<file path="src/rtl/pc_unit.sv">
// Program-counter unit: holds the fetch address and selects the next PC from
// increment, relative branch, absolute jump, call or return (internal return stack).
module pc_unit #(
    parameter int               WIDTH       = 16,
    parameter int               INC         = 2,
    parameter int               STACK_DEPTH = 8,
    parameter logic [WIDTH-1:0] RESET_ADDR  = '0,
    localparam int              DW          = $clog2(STACK_DEPTH + 1)
) (
    input  logic             clock,
    input  logic             reset,
    input  logic             PCWrite,
    input  logic [2:0]       op,
    input  logic [WIDTH-1:0] target,
    input  logic [WIDTH-1:0] offset,
    output logic [WIDTH-1:0] out,
    output logic [WIDTH-1:0] next_seq,
    output logic [WIDTH-1:0] ret_addr,
    output logic [DW-1:0]    depth,
    output logic             stack_full,
    output logic             stack_empty,
    output logic             fault
);

    localparam int               AW       = $clog2(STACK_DEPTH);
    localparam logic [WIDTH-1:0] INC_W    = WIDTH'(INC);
    localparam logic [DW-1:0]    FULL_CNT = DW'(STACK_DEPTH);

    typedef enum logic [2:0] {
        OP_INC    = 3'd0,
        OP_BRANCH = 3'd1,
        OP_JUMP   = 3'd2,
        OP_CALL   = 3'd3,
        OP_RET    = 3'd4
    } op_e;

    logic [WIDTH-1:0] pc_q, pc_d;
    logic [DW-1:0]    depth_q, depth_d;
    logic             fault_q, fault_d;
    logic             push;
    logic [DW-1:0]    topIdx;
    logic [WIDTH-1:0] stack_q [STACK_DEPTH];

    assign next_seq    = pc_q + INC_W;
    assign stack_full  = (depth_q == FULL_CNT);
    assign stack_empty = (depth_q == '0);
    assign topIdx      = depth_q - DW'(1);
    // Stale RAM contents stay hidden: an empty stack always reads as zero.
    assign ret_addr    = stack_empty ? '0 : stack_q[topIdx[AW-1:0]];
    assign out         = pc_q;
    assign depth       = depth_q;
    assign fault       = fault_q;

    always_comb begin
        pc_d    = pc_q;
        depth_d = depth_q;
        fault_d = fault_q;
        push    = 1'b0;
        if (PCWrite) begin
            case (op)
                OP_INC:    pc_d = pc_q + INC_W;
                OP_BRANCH: pc_d = pc_q + offset;
                OP_JUMP:   pc_d = target;
                OP_CALL: begin
                    if (stack_full) begin
                        fault_d = 1'b1;
                    end else begin
                        push    = 1'b1;
                        depth_d = depth_q + DW'(1);
                        pc_d    = target;
                    end
                end
                OP_RET: begin
                    if (stack_empty) begin
                        fault_d = 1'b1;
                    end else begin
                        depth_d = topIdx;
                        pc_d    = ret_addr;
                    end
                end
                default: ;
            endcase
        end
    end

    always_ff @(posedge clock) begin
        if (reset) begin
            pc_q    <= RESET_ADDR;
            depth_q <= '0;
            fault_q <= 1'b0;
        end else begin
            pc_q    <= pc_d;
            depth_q <= depth_d;
            fault_q <= fault_d;
        end
    end

    // Return-address RAM has no reset; the depth counter alone defines validity.
    always_ff @(posedge clock) begin
        if (push && !reset) begin
            stack_q[depth_q[AW-1:0]] <= next_seq;
        end
    end

endmodule

</file>
<file path="config.mk">
export PLATFORM = sky130hd
export DESIGN_NAME = pc_unit
export DESIGN_NICKNAME = d
export VERILOG_FILES = /design/src/rtl/pc_unit.sv
export SDC_FILE = /design/constraint.sdc
export NUM_CORES = 1
export LEC_CHECK = 0
export BUFFER_PORTS_ARGS = -buffer_cell sky130_fd_sc_hd__buf_2
export CAP_MARGIN = 10
export CORE_MARGIN = 2
export CORE_UTILIZATION = 55
export DETAILED_ROUTE_END_ITERATION = 10
export HOLD_SLACK_MARGIN = 0.1
export PLACE_DENSITY = 0.87
export SLEW_MARGIN = 40
export SYNTH_ARGS = -nofsm -noshare
export SYNTH_HDL_FRONTEND = slang
export SYNTH_SLANG_ARGS = --single-unit
</file>
<file path="constraint.sdc">
create_clock -name clock -period 9 [get_ports clock]
set_clock_uncertainty 0.05 [all_clocks]
set_input_delay 0 -clock clock [delete_from_list [all_inputs] [get_ports clock]]
set_output_delay 0 -clock clock [all_outputs]
set_load 0.01 [all_outputs]
</file>
; ---- Word level (Yosys, flattened, before mapping)
; Memories as Yosys holds them, arrays and structs flattened.
; Index checks and enable logic that the tools add are counted.
[totals]
ff_bits = 21
ram_bits = 128
mem_count = 1
[classes]
add_sub_neg = 4
n_eq_ne = 9
n_mux = 15
n_reduce_logical = 9
[memory_table]
columns = memory, words, width, read_ports, rd_ports_with_merged_regs, wr, line_no
row1 = stack_q, 8, 16, 1, 0, 1, 42  ; logic [WIDTH-1:0] stack_q [STACK_DEPTH];
[ops]
columns = op, n
row1 = $pmux 16 s5, 1
row2 = $mux 16, 3
row3 = $add 16x16->16, 1
row4 = $add 16x2->16 const B, 1
row5 = $reduce_and 4->1, 3
row6 = $mux 4, 2
row7 = $ne 2x2->1 const B, 4
row8 = $pmux 4 s2, 1
row9 = $mux 1, 7
row10 = $eq 3x2->1 const B, 2
row11 = $reduce_bool 5->1, 1
row12 = $add 4x1->4 const B, 1
row13 = $eq 4x4->1 const B, 1
row14 = $logic_not 4->1, 1
row15 = $sub 4x1->4 const B, 1
row16 = $eq 3x1->1 const B, 1
row17 = $eq 3x3->1 const B, 1
row18 = $logic_not 3->1, 1
row19 = $pmux 1 s2, 1
row20 = $reduce_bool 2->1, 1
row21 = $logic_and 1x1->1, 1
row22 = $logic_not 1->1, 1

; ---- Longest topological paths before layout
[logic_depth]
word_depth = 7
depth_mapped = 14
ltp_nobuf = 9

; ---- Worst setup path after synthesis
; OpenSTA, ideal clock, no wires.
[synth_timing]
path_kind = register to register
startpoint = register depth_q[0], in the netlist depth[0]
endpoint = memory stack_q[0][0], enable pin
setup_ns = 0.409
arrival_time_ns = 3.001
t_required_ns = 8.541
path_slack_ns = 5.540
stages_incl_launch_ff = 12
n_path_buf = 4
period_less_slack_ns = 3.460
path_cell_list = dfxtp_1 > buf_4 > buf_6 > buf_6 > inv_1 > ha_1 > buf_6 > nand3b_1 > nand3_1 > nor3_1 > nand2_1 > nor3_1
[synth_via]
elab_chain_len = 7
[synth_rtl]
columns = element, line_no
row1 = "start, declared", 38  ; logic [DW-1:0] depth_q, depth_d;
row2 = "start signal, assigned", 93  ; depth_q <= depth_d;
row3 = $eq 4x4->1, 45  ; assign stack_full = (depth_q == FULL_CNT);
row4 = $mux 1, 65  ; if (stack_full) begin
row5 = $mux 1, 60  ; case (op)
row6 = $mux 1, 59  ; if (PCWrite) begin
row7 = $logic_and 1x1->1, 100  ; if (push && !reset) begin
row8 = $mux 1, 100
row9 = $mux 1 (implied by the code), 101  ; stack_q[depth_q[AW-1:0]] <= next_seq;
row10 = "end, declared", 42
; Parallel ways exist; a longest one is shown, timed or not.

; ---- Worst setup path after layout
[layout_timing]
startpoint = register depth_q[1], in the netlist depth[1]
endpoint = register pc_q[13], in the netlist out[13]
[layout_via]
elab_chain_len = 5
[layout_rtl]
columns = element, line_no
row1 = $sub 4x1->4, 47  ; assign topIdx = depth_q - DW'(1);
row2 = $mem_v2 8x16, --
row3 = $mux 16, 49  ; assign ret_addr = stack_empty ? '0 : stack_q[topIdx[AW-1:0]];
row4 = $mux 16, 74  ; if (stack_empty) begin
row5 = $pmux 16 s5, 60
row6 = "end signal, assigned", 92  ; pc_q <= pc_d;
row7 = "end, declared", 37  ; logic [WIDTH-1:0] pc_q, pc_d;
; Parallel ways exist; a longest one is shown, timed or not. The select of a mux whose other input is x is not followed.
; A chain may end at the register's enable or synchronous reset.

==> results.sh <==
export IMPL_status="completed"
export IMPL_fin_setup_tns_ns=0
export IMPL_clock_sinks=149
export IMPL_p_clk_share_pct=41.6
export IMPL_grt_pass1_vias=5885
export IMPL_synthXorXnorAreaFrac_pct=2.98
export IMPL_synth_area_leaders="edfxtp_1, mux4_2, dfxtp_1, ha_1, a21oi_1"
export IMPL_coreArea_um2=13300
export IMPL_clock_latency_ns=0.43
export IMPL_maxCapViolCount=0
export IMPL_regArea_um2=4270
export IMPL_seq_area_frac_synth_pct=56.4
export IMPL_total_leakage_power_nw=3.36
export IMPL_slew_headroom_pct=40.7
export IMPL_syn_area_um2=7570
export IMPL_drtPass1Iterations=9
export IMPL_synth_area_leader_cell="edfxtp_1"
export IMPL_syn_nets=638
export IMPL_seqPwrFrac_pct=45.5
export IMPL_htreeDepth=4
export IMPL_antenna_cells=0
export IMPL_ys_async_sr_fraction_pct=0
export IMPL_cts_resized=0
export IMPL_crit_fanout=19
export IMPL_ys_flop_type="edfxtp_1"
export IMPL_drt_first_iter_violations=1231
export IMPL_wl_mm=22.1
export IMPL_power_density_nw_per_um2=189
export IMPL_antenna_left=0
export IMPL_die_w_um=121
export IMPL_critPathArrivalTime_ns=4.27
export IMPL_layout_setup_ws_ns=4.99
export IMPL_synth_top_area_share_pct=50.8
export IMPL_switching_share_pct=27.3
export IMPL_synthSimpleGateAreaFrac_pct=11.7
export IMPL_start_util_pct=56.7
export IMPL_grt_max_degree=37
export IMPL_fin_crit_sh_pct=44.5
export IMPL_drive_gt1_share_pct=27.8
export IMPL_synth_adder_area_share_pct=3.37
export IMPL_portBuffers=92
export IMPL_viasPerCell=6.91
export IMPL_max_clock_path_buffers=2
export IMPL_gp_congestion=0.981
export IMPL_start_kind="register"
export IMPL_multi_input_area_um2=3140
export IMPL_placed_cell_area_um2=8170
export IMPL_grtUsageTotal_pct=30.4
export IMPL_synth_top_family_by_area="simple AND/OR/NAND/NOR gates"
export IMPL_synthMuxAreaShare_pct=11.1
export IMPL_grt_ovfl_total=0
export IMPL_rsz0062_at_grt="no"
export IMPL_clockRootBuffer="clkbuf_16"
export IMPL_power_share_combinational_pct=12.8
export IMPL_syn_area_per_cell_um2=13.0
export IMPL_internal_power_w=0.00124
export IMPL_period_needed_ns=4.01
export IMPL_num_fill_cells=917
export IMPL_peakVddDrop_mv=0.189
export IMPL_ys_types=72
export IMPL_required_ns=9.26
export IMPL_tightest_slew_ns=0.884
export IMPL_crit_type="register to register"
export IMPL_antenna_found_initial=0
export IMPL_io_pins=93
export IMPL_ys_seq_elements=149
export IMPL_vias=6061
export IMPL_dp_worst_setup_slack_ns=5.79
export IMPL_cts_inserted_buffers=17
export IMPL_hpwlAfterDp_mm=13.9
export IMPL_fin_area_um2=8980
export IMPL_netlist_instances=581
export IMPL_dieArea_um2=14700
export IMPL_synth_edf_count=128
export IMPL_drcViolationCount=0
export IMPL_power_switching_w=0.000463
export IMPL_hold_path_class="input port to register"
export IMPL_fp_dieH_um=121
export IMPL_ys_warnings_count=0
export IMPL_clk_pin_slew_ns=0.07
export IMPL_setup_violations=0
export IMPL_max_clock_freq_mhz=250
export IMPL_cts_tree="built"
export IMPL_grt_pass1_wl_mm=32.8
export IMPL_wl_per_cell_um=25.3
export IMPL_drv_slew=0
export IMPL_post_cts_buffers=0
export IMPL_synth_compound_area_share_pct=11.2
export IMPL_nets=745
export IMPL_rows=42
export IMPL_cp_end_kind="register"
export IMPL_area_growth_pct=18.7
export IMPL_finalHoldViolations=0
==> logic make-up (layout without fill, tap and decap cells) <==
logic type | count (synthesis) | in the layout
buffers and inverters | 49 | 169
DFF | 149 | 149
adders and majority gates | 20 | 20
xor gates and xnor gates | 24 | 24
and+or+nand+nor | 173 | 173
AOI/OAI and AO/OA | 122 | 122
muxes | 44 | 44
==> registers in the layout, summed over array words and instances (netlist names) <==
register / cells
fault: 1
stack_q: 128
out: 16
depth: 4
==> through the flow <==
step                      std cells  hold WS, ns  utilization (%)  power, W
after floorplan                 581       0.0597                -  0.000920
after global placement          829        0.288             61.1  0.000978
after detailed placement        829        0.282             61.2  0.000987
after CTS                       877        0.100             66.8   0.00169
after global routing            877        0.115             67.3   0.00174
final                           877        0.104             67.3   0.00170
==> final cells by class <==
cell class,instances,area share (%)
clock buffer,17,4.74
clock inverter,15,1.81
multi-input combinational,383,34.9
timing repair buffer,119,7.83
sequential,149,47.5
tap,176,2.45
inverter,18,0.752
==> worst max-delay path: stages, from the launching register on <==
cell           delay [ns]
dfxtp_1              0.50
inv_1                0.14
ha_1                 0.72
buf_4                0.45
mux4_2               0.37
mux2_2               0.31
a221oi_1             0.39
nor4_1               0.13
a31oi_1              0.18
nand2_1              0.07
dlygate4sd3_1        0.57
==> synth_stat cells, types with 7 or more instances <==
library cell and count:
edfxtp_1 128, nand2_1 51, a21oi_1 40, nor2_1 39, mux4_2 32, dfxtp_1 21, ha_1 18, inv_1 18
xnor2_1 16, o21ai_0 14, clkbuf_1 12, and3_1 10, mux2i_1 10, nor3_1 10, nand3_1 9, nand4_1 9
buf_2 8, nand2b_1 8, a211oi_1 7
==> metal layers <==
| layer | track usage, % | wire (µm) | up-vias |
|---|---|---|---|
| met5 | 0 | 0 | - |
| met4 | 12.6 | 997 | 0 |
| met3 | 8.04 | 2610 | 125 |
| met2 | 49.1 | 10500 | 533 |
| met1 | 39.3 | 8000 | 2923 |
| li1 | - | - | 2480 |
==> power groups by stage <==
stage          Sequential [W]  Clock, W  Combinational, W
3_3_place_gp         0.000786         0          0.000192
6_report             0.000773  0.000708          0.000218
4_1_cts              0.000772  0.000706          0.000209
5_1_grt              0.000774  0.000736          0.000231
3_5_place_dp         0.000787         0          0.000200
2_1_floorplan        0.000785         0          0.000136
==> path summary, 6_finish.rpt <==
path	cells after the start	slack [ns]	to	startpoint
hold reg to reg	2	0.47	fault	fault
setup / recovery	10	4.99	out[13]	depth[1]
hold / removal	5	0.10	out[15]	offset[14]
setup reg to reg	10	4.99	out[13]	depth[1]
==> what timing repair did <==
| item | 4_1_cts | 5_1_grt |
|---|---|---|
| hold buffers | 16 | 0 |
| setup endpoints to repair | 0 | 0 |
| hold endpoints to repair | 18 | 0 |
==> cell usage in the layout (no fill, tap or decap), drive strengths merged, types with 4 or more instances in the layout <==
| cell type | instances |
|---|---|
| and3 | 10 |
| edfxtp | 128 |
| nand3 | 9 |
| o21a | 4 |
| clkinv | 5 |
| o22ai | 5 |
| nand4 | 9 |
| nor3 | 10 |
| xnor2 | 17 |
| mux2i | 10 |
| o21ai | 19 |
| dfxtp | 21 |
| nor2b | 6 |
| or3 | 6 |
| a211oi | 8 |
| nand2 | 51 |
| a31oi | 5 |
| a21o | 4 |
| ha | 18 |
| a21oi | 42 |
| xor2 | 7 |
| nand2b | 8 |
| dlygate4sd3 | 16 |
| inv | 26 |
| nor4 | 7 |
| nor2 | 39 |
| mux4 | 32 |
| and2 | 5 |
| buf | 103 |
| clkbuf | 17 |
(Power assumes the default switching activity.)
